### config.mk
export PLATFORM = sky130hd
export DESIGN_NAME = wb_bus_watchdog
export DESIGN_NICKNAME = d
export VERILOG_FILES = /design/src/rtl/wb_bus_watchdog.sv
export SDC_FILE = /design/constraint.sdc
export NUM_CORES = 1
export LEC_CHECK = 0
export CAP_MARGIN = 20
export CORE_MARGIN = 8
export CORE_UTILIZATION = 28
export DETAILED_ROUTE_END_ITERATION = 8
export GPL_ROUTABILITY_DRIVEN = 0
export PLACE_DENSITY = 0.94
export SETUP_SLACK_MARGIN = 0.15
export SLEW_MARGIN = 0
export SYNTH_ARGS = -nofsm -noshare
export SYNTH_HDL_FRONTEND = slang
export SYNTH_SLANG_ARGS = --single-unit
### constraint.sdc
create_clock -name wb_clk_i -period 3.9 [get_ports wb_clk_i]
set_clock_uncertainty 0.1 [all_clocks]
set_input_delay 0.78 -clock wb_clk_i [delete_from_list [all_inputs] [get_ports wb_clk_i]]
set_output_delay 0.78 -clock wb_clk_i [all_outputs]
set_load 0.05 [all_outputs]
### src/rtl/wb_bus_watchdog.sv
// wb_bus_watchdog: Wishbone timeout guard between a bus master and one
// interconnect port. Requests pass straight through. A beat left unanswered
// for TIMEOUT cycles is ended with err, and the slave side is then blanked
// for two cycles (ABORT, DRAIN) so the stalled slave sees its cycle end.
// TIMEOUT = 0 turns the block into a pure passthrough.
// Optional build macro WB_WDOG_STATUS_EN adds err_adr_o / err_cnt_o, which
// record the address of the last aborted beat and a saturating abort count.
module wb_bus_watchdog #(
   parameter int unsigned TIMEOUT = 256,
   parameter int unsigned CNT_W   = 16
) (
   input  logic        wb_clk_i,
   input  logic        wb_rst_ni,
   // master side
   input  logic [31:0] wbm_adr_i,
   input  logic [31:0] wbm_dat_i,
   input  logic [3:0]  wbm_sel_i,
   input  logic        wbm_we_i,
   input  logic        wbm_cyc_i,
   input  logic        wbm_stb_i,
   input  logic [2:0]  wbm_cti_i,
   input  logic [1:0]  wbm_bte_i,
   output logic [31:0] wbm_dat_o,
   output logic        wbm_ack_o,
   output logic        wbm_err_o,
   output logic        wbm_rty_o,
   // interconnect side
   output logic [31:0] wbs_adr_o,
   output logic [31:0] wbs_dat_o,
   output logic [3:0]  wbs_sel_o,
   output logic        wbs_we_o,
   output logic [2:0]  wbs_cti_o,
   output logic [1:0]  wbs_bte_o,
   output logic        wbs_cyc_o,
   output logic        wbs_stb_o,
   input  logic [31:0] wbs_dat_i,
   input  logic        wbs_ack_i,
   input  logic        wbs_err_i,
   input  logic        wbs_rty_i,
   // status
   output logic        timeout_o
`ifdef WB_WDOG_STATUS_EN
   ,
   output logic [31:0] err_adr_o,
   output logic [15:0] err_cnt_o
`endif
);

   typedef enum logic [1:0] {
      ST_FWD   = 2'd0,
      ST_ABORT = 2'd1,
      ST_DRAIN = 2'd2
   } state_t;

   // Watchdog is compiled out entirely when TIMEOUT is zero.
   localparam bit              WDOG_EN  = (TIMEOUT != 0);
   // Counter value seen on the last permitted wait cycle of a beat.
   localparam logic [CNT_W-1:0] CNT_LAST = WDOG_EN ? CNT_W'(TIMEOUT - 1) : '0;

   state_t           state_q, state_d;
   logic [CNT_W-1:0] cnt_q, cnt_d;
   logic             timeout_q, timeout_d;
   logic             req, resp, abort_now;

   assign req  = wbm_cyc_i & wbm_stb_i;
   assign resp = wbs_ack_i | wbs_err_i | wbs_rty_i;

   // Address, data and burst tags are never gated, only cyc/stb are.
   assign wbs_adr_o = wbm_adr_i;
   assign wbs_dat_o = wbm_dat_i;
   assign wbs_sel_o = wbm_sel_i;
   assign wbs_we_o  = wbm_we_i;
   assign wbs_cti_o = wbm_cti_i;
   assign wbs_bte_o = wbm_bte_i;
   assign wbm_dat_o = wbs_dat_i;
   assign timeout_o = timeout_q;

   // Next state, wait counter and gated bus controls.
   always_comb begin
      state_d   = state_q;
      cnt_d     = cnt_q;
      abort_now = 1'b0;
      wbs_cyc_o = wbm_cyc_i;
      wbs_stb_o = wbm_stb_i;
      wbm_ack_o = wbs_ack_i;
      wbm_err_o = wbs_err_i;
      wbm_rty_o = wbs_rty_i;
      unique case (state_q)
         ST_FWD: begin
            if (req && !resp) begin
               // A response on the last wait cycle wins, so only an
               // unanswered last cycle triggers the abort.
               if (WDOG_EN && (cnt_q == CNT_LAST)) begin
                  abort_now = 1'b1;
                  state_d   = ST_ABORT;
                  cnt_d     = '0;
               end else begin
                  cnt_d = cnt_q + CNT_W'(1);
               end
            end else begin
               // Response, dropped request or idle: next beat starts fresh.
               cnt_d = '0;
            end
         end
         ST_ABORT: begin
            wbs_cyc_o = 1'b0;
            wbs_stb_o = 1'b0;
            wbm_ack_o = 1'b0;
            wbm_err_o = 1'b1;
            wbm_rty_o = 1'b0;
            cnt_d     = '0;
            state_d   = ST_DRAIN;
         end
         ST_DRAIN: begin
            wbs_cyc_o = 1'b0;
            wbs_stb_o = 1'b0;
            wbm_ack_o = 1'b0;
            wbm_err_o = 1'b0;
            wbm_rty_o = 1'b0;
            cnt_d     = '0;
            state_d   = ST_FWD;
         end
         default: begin
            cnt_d   = '0;
            state_d = ST_FWD;
         end
      endcase
      timeout_d = (state_d == ST_ABORT);
   end

   // State, counter and timeout pulse registers.
   always_ff @(posedge wb_clk_i or negedge wb_rst_ni) begin
      if (!wb_rst_ni) begin
         state_q   <= ST_FWD;
         cnt_q     <= '0;
         timeout_q <= 1'b0;
      end else begin
         state_q   <= state_d;
         cnt_q     <= cnt_d;
         timeout_q <= timeout_d;
      end
   end

`ifdef WB_WDOG_STATUS_EN
   logic [31:0] err_adr_q, err_adr_d;
   logic [15:0] err_cnt_q, err_cnt_d;

   // Capture the aborted address and bump the saturating abort count.
   always_comb begin
      err_adr_d = err_adr_q;
      err_cnt_d = err_cnt_q;
      if (abort_now) begin
         err_adr_d = wbm_adr_i;
         if (err_cnt_q != 16'hFFFF) begin
            err_cnt_d = err_cnt_q + 16'd1;
         end
      end
   end

   // Status capture registers.
   always_ff @(posedge wb_clk_i or negedge wb_rst_ni) begin
      if (!wb_rst_ni) begin
         err_adr_q <= '0;
         err_cnt_q <= '0;
      end else begin
         err_adr_q <= err_adr_d;
         err_cnt_q <= err_cnt_d;
      end
   end

   assign err_adr_o = err_adr_q;
   assign err_cnt_o = err_cnt_q;
`endif

endmodule
==> flow_metrics.py, run 1 <==
metrics = {
    "run_status": {
        "status": "finished clean",
    },
    "power_and_ir_drop": {
        "vdd_ir_drop_max_uv": 118,
        "switching_share": 0.229,
        "pwr-share-seq": 0.540,
        "power_density_nw_per_um2": 297,
        "power_switching_uw": 83.7,
        "report.power.total_uw": 365,
        "intPower_uw": 282,
        "power_leakage_nw": 0.435,
        "clock_power_share": 0.380,
        "pwr-share-comb": 0.079,
    },
    "floorplan": {
        "core-area_um2": 6240,
        "start_util": 0.284,
        "die-area_um2": 9130,
        "die_w_um": 95.6,
        "io_pins": 225,
        "chipHeight_um": 95.6,
        "rows": 29,
    },
    "clock_network": {
        "clockBufferDepth": 2,
        "ctsHoldBuffers": 0,
        "clk_pin_slew_ns": 0.07,
        "numCtsBuffers": 3,
        "post_cts_resized": 0,
        "cts_tree": "done",
        "numClockSinks": 19,
        "insertion_delay_ns": 0.26,
        "cts_root_buffer": "clkbuf_8",
        "postCtsSetupBuffers": 0,
        "h-tree-depth": 1,
    },
    "global_route": {
        "grt_pass1_vias": 891,
        "grt_max_degree": 20,
        "grt_pass1_wl_um": 4020,
        "overflow": 0,
        "grtUsageTotal": 0.0582,
        "antenna_found_initial": 0,
    },
    "route": {
        "wl_um": 2660,
        "vias_per_cell": 4.57,
        "dr.pass1.iters": 3,
        "drc_errors": 0,
        "ant_nets": 0,
        "wl_per_cell_um": 13.8,
        "drtIter0Drc": 14,
        "vias": 882,
    },
    "final_layout": {
        "mostFrequentLayoutCells": "nor2_1, dfrtp_1, clkdlybuf4s50_1",
        "syn_to_final_growth_pct": -30.6,
        "drive_gt1_frac": 0.0690,
        "num-nets-final": 233,
        "diodes": 0,
        "n_fill_cell": 685,
        "regArea_um2": 475,
        "fin_area_um2": 1230,
        "multi_input_area_um2": 468,
    },
    "synth": {
        "synth_seq_area_share": 0.268,
        "synth_nets": 323,
        "syn_inst": 207,
        "yosys_warnings": 0,
        "synthesis.area_um2": 1770,
        "syn_area_per_cell_um2": 8.56,
        "yosysUniqueCellTypes": 23,
        "ys_ff_latch": 19,
    },
    "hold_path": {
        "min_path_cells": 1,
        "hold_path_class": "flop to flop",
        "worstHoldStart": "cnt_q[0]$_DFF_PN0_",
        "holdPathEnd": "cnt_q[0]$_DFF_PN0_",
    },
    "worst_setup_path": {
        "start_kind": "input port",
        "rr_startpoint": "cnt_q[0]$_DFF_PN0_",
        "crit_arrival_ns": 2.22,
        "crit_chain": "clkdlybuf4s50_1, nor2b_1, clkdlybuf4s50_1",
        "critPathKind": "input port to output pin",
        "crit_fanout": 2,
        "end_kind": "output pin",
        "critPathMostFrequentCell": "clkdlybuf4s50_1",
        "critPathMaxStageDelay_ns": 0.81,
        "timing.reg2reg.setup_slack_ns": 2.13,
        "cp_slowest_cell": "clkdlybuf4s50_1",
        "ff2ff_path_depth": 5,
        "required_ns": 3.02,
        "reg2reg_to": "cnt_q[11]$_DFF_PN0_",
        "critPathLaunch": "wbs_ack_i",
    },
    "flow_run": {
        "maxCapViolations": 0,
    },
    "sta": {
        "rsz0062_at_grt": "false",
        "finalSetupTns_ns": 0,
        "setup_ws_ns": 0.802,
        "finalSetupViolCount": 0,
        "fmax_ghz": 0.323,
        "holdWs_ns": 0.421,
        "slew_headroom": 0.463,
        "fin_crit_sh": 0.794,
        "worstMarginPinSlew_ns": 0.803,
        "period_minus_slack_ns": 3.10,
        "hold_viol_final": 0,
        "maxSlewViolCount": 0,
    },
    "placement": {
        "io_buffers": 12,
        "dp_hpwl_um": 2050,
        "postPlaceCellArea_um2": 1190,
        "place_ws_ns": 0.775,
    },
}
power by group through the flow:
stage | logic [mW] | registers [mW] | clock network (mW)
2_1_floorplan | 0.307 | 0.201 | 0
3_3_place_gp | 0.0293 | 0.201 | 0
3_5_place_dp | 0.0297 | 0.201 | 0
4_1_cts | 0.0297 | 0.197 | 0.143
5_1_grt | 0.0312 | 0.197 | 0.153
6_report | 0.0289 | 0.197 | 0.139
how the worst max path moves through the flow:
| stage | to |
|---|---|
| 2_1_floorplan | wbm_ack_o |
| 3_3_place_gp | wbm_ack_o |
| 3_5_place_dp | wbm_ack_o |
| 4_1_cts | wbm_ack_o |
| 5_1_grt | wbm_ack_o |
| 6_report | wbm_ack_o |
sequential cells by signal (all words and copies together), names as in the netlist:
name,count
cnt_q,16
state_q,2
timeout_o,1
through the flow:
step	instances	utilization
floorplan	207	-
global placement	189	0.190
detailed placement	189	0.190
CTS	193	0.197
global route	193	0.197
finish	193	0.197
worst max-delay path: cells and delay by family:
| family | cells | cell delay (ns) |
|---|---|---|
| buffers and inverters | 2 | 1.29 |
| AND/OR/NAND/NOR | 1 | 0.14 |
synth_stat cells:
cell type    n  area (um2)
a21oi_1      1        5.00
nand4_1      4        25.0
nand3b_1     1        7.51
dfrtp_1     19         475
nand3_1      4        20.0
buf_4      107         803
nor3_1       5        25.0
or3_1        3        18.8
ha_1         3        37.5
nor2_1      19        71.3
a21o_4       1        15.0
nor4b_1      1        8.76
a21oi_2      1        8.76
xor2_1       2        17.5
o21ai_0      1        5.00
or4_1        2        15.0
mux2_2       1        11.3
nor2b_1      4        25.0
nand3_2      2        20.0
nand2_1      6        22.5
xnor2_1     11        96.3
nor4_1       2        12.5
inv_1        7        26.3
cell type report:
cell class | instances | share of cell area
tap | 77 | 0.0783
inverter | 7 | 0.0213
clock buffer | 4 | 0.0366
timing repair buffer | 12 | 0.0976
sequential | 19 | 0.386
multi-input combinational | 74 | 0.380
routing by layer:
layer  part of all wire  up-vias  track usage  wire length [um]
met3               0.18       35       0.0433               471
met2               0.44       71       0.0846              1180
li1                   -      366            -                 -
met5                  0        -            0                 0
met1               0.30      410       0.0447               799
met4              0.078        0       0.0743               206
cell families (layout without fill, tap and decap cells):
logic type               count (synthesis)  count (layout)  synth area share
buffers and inverters                  114              23             0.468
adder cells (fa/ha/maj)                  3               3            0.0212
multiplexers                             1               1           0.00635
XOR/XNOR                                13              13            0.0642
AO/OA/AOI/OAI                            4               4            0.0190
flip-flops                              19              19             0.268
AND/OR/NAND/NOR                         53              53             0.153
Power figures use the tool's default switching activity.
==> run 2, diff against run 1 <==
CORE_UTILIZATION = 26   (was 28)
PLACE_DENSITY = 0.89   (was 0.94)
clock period = 3.2 ns   (was 3.9 ns; I/O delays follow)
==> run 2 against run 1 <==
  * Worst hold slack got worse by 0.0053 ns
  * Via count fell by 1.5%
  * Total power rose by 21%
  * Non-clock buffer count did not move
  * Count of clock-buffer cells in the layout fell by 1
  * Die area rose by 6.4%
  * Core utilization fell by 1.3 points
  * Design area rose by 0.20%
  * Combinational power rose by 20%
  * Final cell count rose by 1.6%
  * Critical endpoint is now wbs_stb_o
==> flow_metrics.py, run 2 (same netlist as run 1, synthesis figures left out) <==
metrics = {
    "floorplan": {
        "die-area_um2": 9720,
        "start_util": 0.265,
        "chipHeight_um": 98.6,
        "io_pins": 225,
        "rows": 30,
        "core-area_um2": 6680,
        "die_w_um": 98.6,
    },
    "worst_setup_path": {
        "required_ns": 2.46,
        "start_kind": "input port",
        "critPathMostFrequentCell": "clkdlybuf4s50_1",
        "crit_fanout": 2,
        "cp_slowest_cell": "clkdlybuf4s50_1",
        "crit_arrival_ns": 2.06,
        "crit_chain": "clkdlybuf4s50_1, nor2b_1, clkdlybuf4s50_1",
        "critPathMaxStageDelay_ns": 0.81,
        "critPathKind": "input port to output pin",
        "end_kind": "output pin",
    },
    "global_route": {
        "grt_max_degree": 20,
        "overflow": 0,
        "grtUsageMet3": 0.0437,
        "met1_usage": 0.0473,
        "antenna_found_initial": 0,
        "top_usage_layer": "met4",
        "grtUsageTotal": 0.0586,
        "grt_pass1_wl_um": 4420,
        "grt_pass1_vias": 916,
        "use_met2": 0.0743,
    },
    "sta": {
        "finalSetupViolCount": 0,
        "rsz0062_at_grt": "false",
        "hold_viol_final": 0,
        "period_minus_slack_ns": 2.80,
        "fin_crit_sh": 0.874,
        "slew_headroom": 0.459,
        "worstMarginPinSlew_ns": 0.808,
        "maxSlewViolCount": 0,
        "fmax_ghz": 0.357,
        "finalSetupTns_ns": 0,
    },
    "final_layout": {
        "largest_reg_flops": 16,
        "mostFrequentLayoutCells": "nor2_1, dfrtp_1, xnor2_1, clkdlybuf4s50_1, inv_1",
        "regArea_um2": 475,
        "n_fill_cell": 739,
        "drive_gt1_frac": 0.0862,
        "top_register": "cnt_q",
        "fin_area_um2": 1230,
        "syn_to_final_growth_pct": -30.4,
        "num-nets-final": 233,
        "diodes": 0,
        "multi_input_area_um2": 468,
        "fin_cells": 196,
    },
    "route": {
        "vias": 869,
        "ant_nets": 0,
        "drc_errors": 0,
        "drtIter0Drc": 17,
        "vias_per_cell": 4.43,
        "wl_per_cell_um": 13.9,
        "dr.pass1.iters": 5,
        "wl_um": 2720,
    },
    "power_and_ir_drop": {
        "vdd_ir_drop_max_uv": 117,
        "power_leakage_nw": 0.438,
        "report.power.total_uw": 442,
        "power_density_nw_per_um2": 358,
    },
    "placement": {
        "io_buffers": 12,
        "dp_hpwl_um": 2050,
        "postPlaceCellArea_um2": 1190,
        "dp_cells": 192,
    },
    "clock_network": {
        "ctsHoldBuffers": 0,
        "postCtsSetupBuffers": 0,
        "post_cts_resized": 0,
        "numClockSinks": 19,
        "insertion_delay_ns": 0.26,
        "numCtsBuffers": 3,
        "cts_root_buffer": "clkbuf_8",
        "clockBufferDepth": 2,
        "clk_pin_slew_ns": 0.07,
        "cts_tree": "done",
        "h-tree-depth": 1,
    },
    "hold_path": {
        "hold_path_class": "flop to flop",
    },
    "flow_run": {
        "maxCapViolations": 0,
    },
    "run_status": {
        "status": "finished clean",
    },
}
[run 2: cell types whose count changed in the layout (fill, tap and decap cells not counted)]
| cell | previous run | this run |
|---|---|---|
| buf_4 | 0 | 1 |
| clkbuf_1 | 1 | 0 |
| clkdlybuf4s50_1 | 12 | 11 |
| clkinv_2 | 0 | 1 |
[run 2: layer usage]
layer	up-vias	routed length, um
met5	-	0
met4	0	333
met3	47	421
met2	64	1110
met1	388	854
li1	370	-
[run 2: per-stage QoR]
step                      utilization  hold slack, ns  worst slack [ns]
after floorplan                     -           0.244              1.02
after global placement          0.178           0.394             0.396
after detailed placement        0.178           0.406             0.383
after CTS                       0.185           0.416             0.380
after global routing            0.185           0.461             0.336
final                           0.185           0.416             0.402
[run 2: worst max-delay path, delay by kind of cell]
kind | cells | cell delay [ns]
AND/OR/NAND/NOR | 1 | 0.13
buffers and inverters | 2 | 1.28
[run 2: power by group]
part / internal, mW / switching, mW
Combinational: 0.0139 / 0.0209
Sequential: 0.240 / 0.000262
Clock: 0.0867 / 0.0796
[run 2: cell type report]
type | count | area share
clock buffer | 3 | 0.0335
clock inverter | 1 | 0.00406
inverter | 7 | 0.0213
multi-input combinational | 74 | 0.379
sequential | 19 | 0.385
tap | 80 | 0.0811
timing repair buffer | 12 | 0.0953
[run 2: worst paths after layout]
check	start	end	slack, ns	depth (start not counted)
max	wbm_stb_i	wbs_stb_o	0.40	3
min	cnt_q[0]$_DFF_PN0_	cnt_q[0]$_DFF_PN0_	0.42	1
max reg2reg	state_q[0]$_DFF_PN0_	timeout_o$_DFF_PN0_	1.40	6
min reg2reg	cnt_q[0]$_DFF_PN0_	cnt_q[0]$_DFF_PN0_	0.42	1
max in group asynchronous	wb_rst_ni	state_q[0]$_DFF_PN0_	1.75	1
min in group asynchronous	wb_rst_ni	cnt_q[11]$_DFF_PN0_	0.75	1
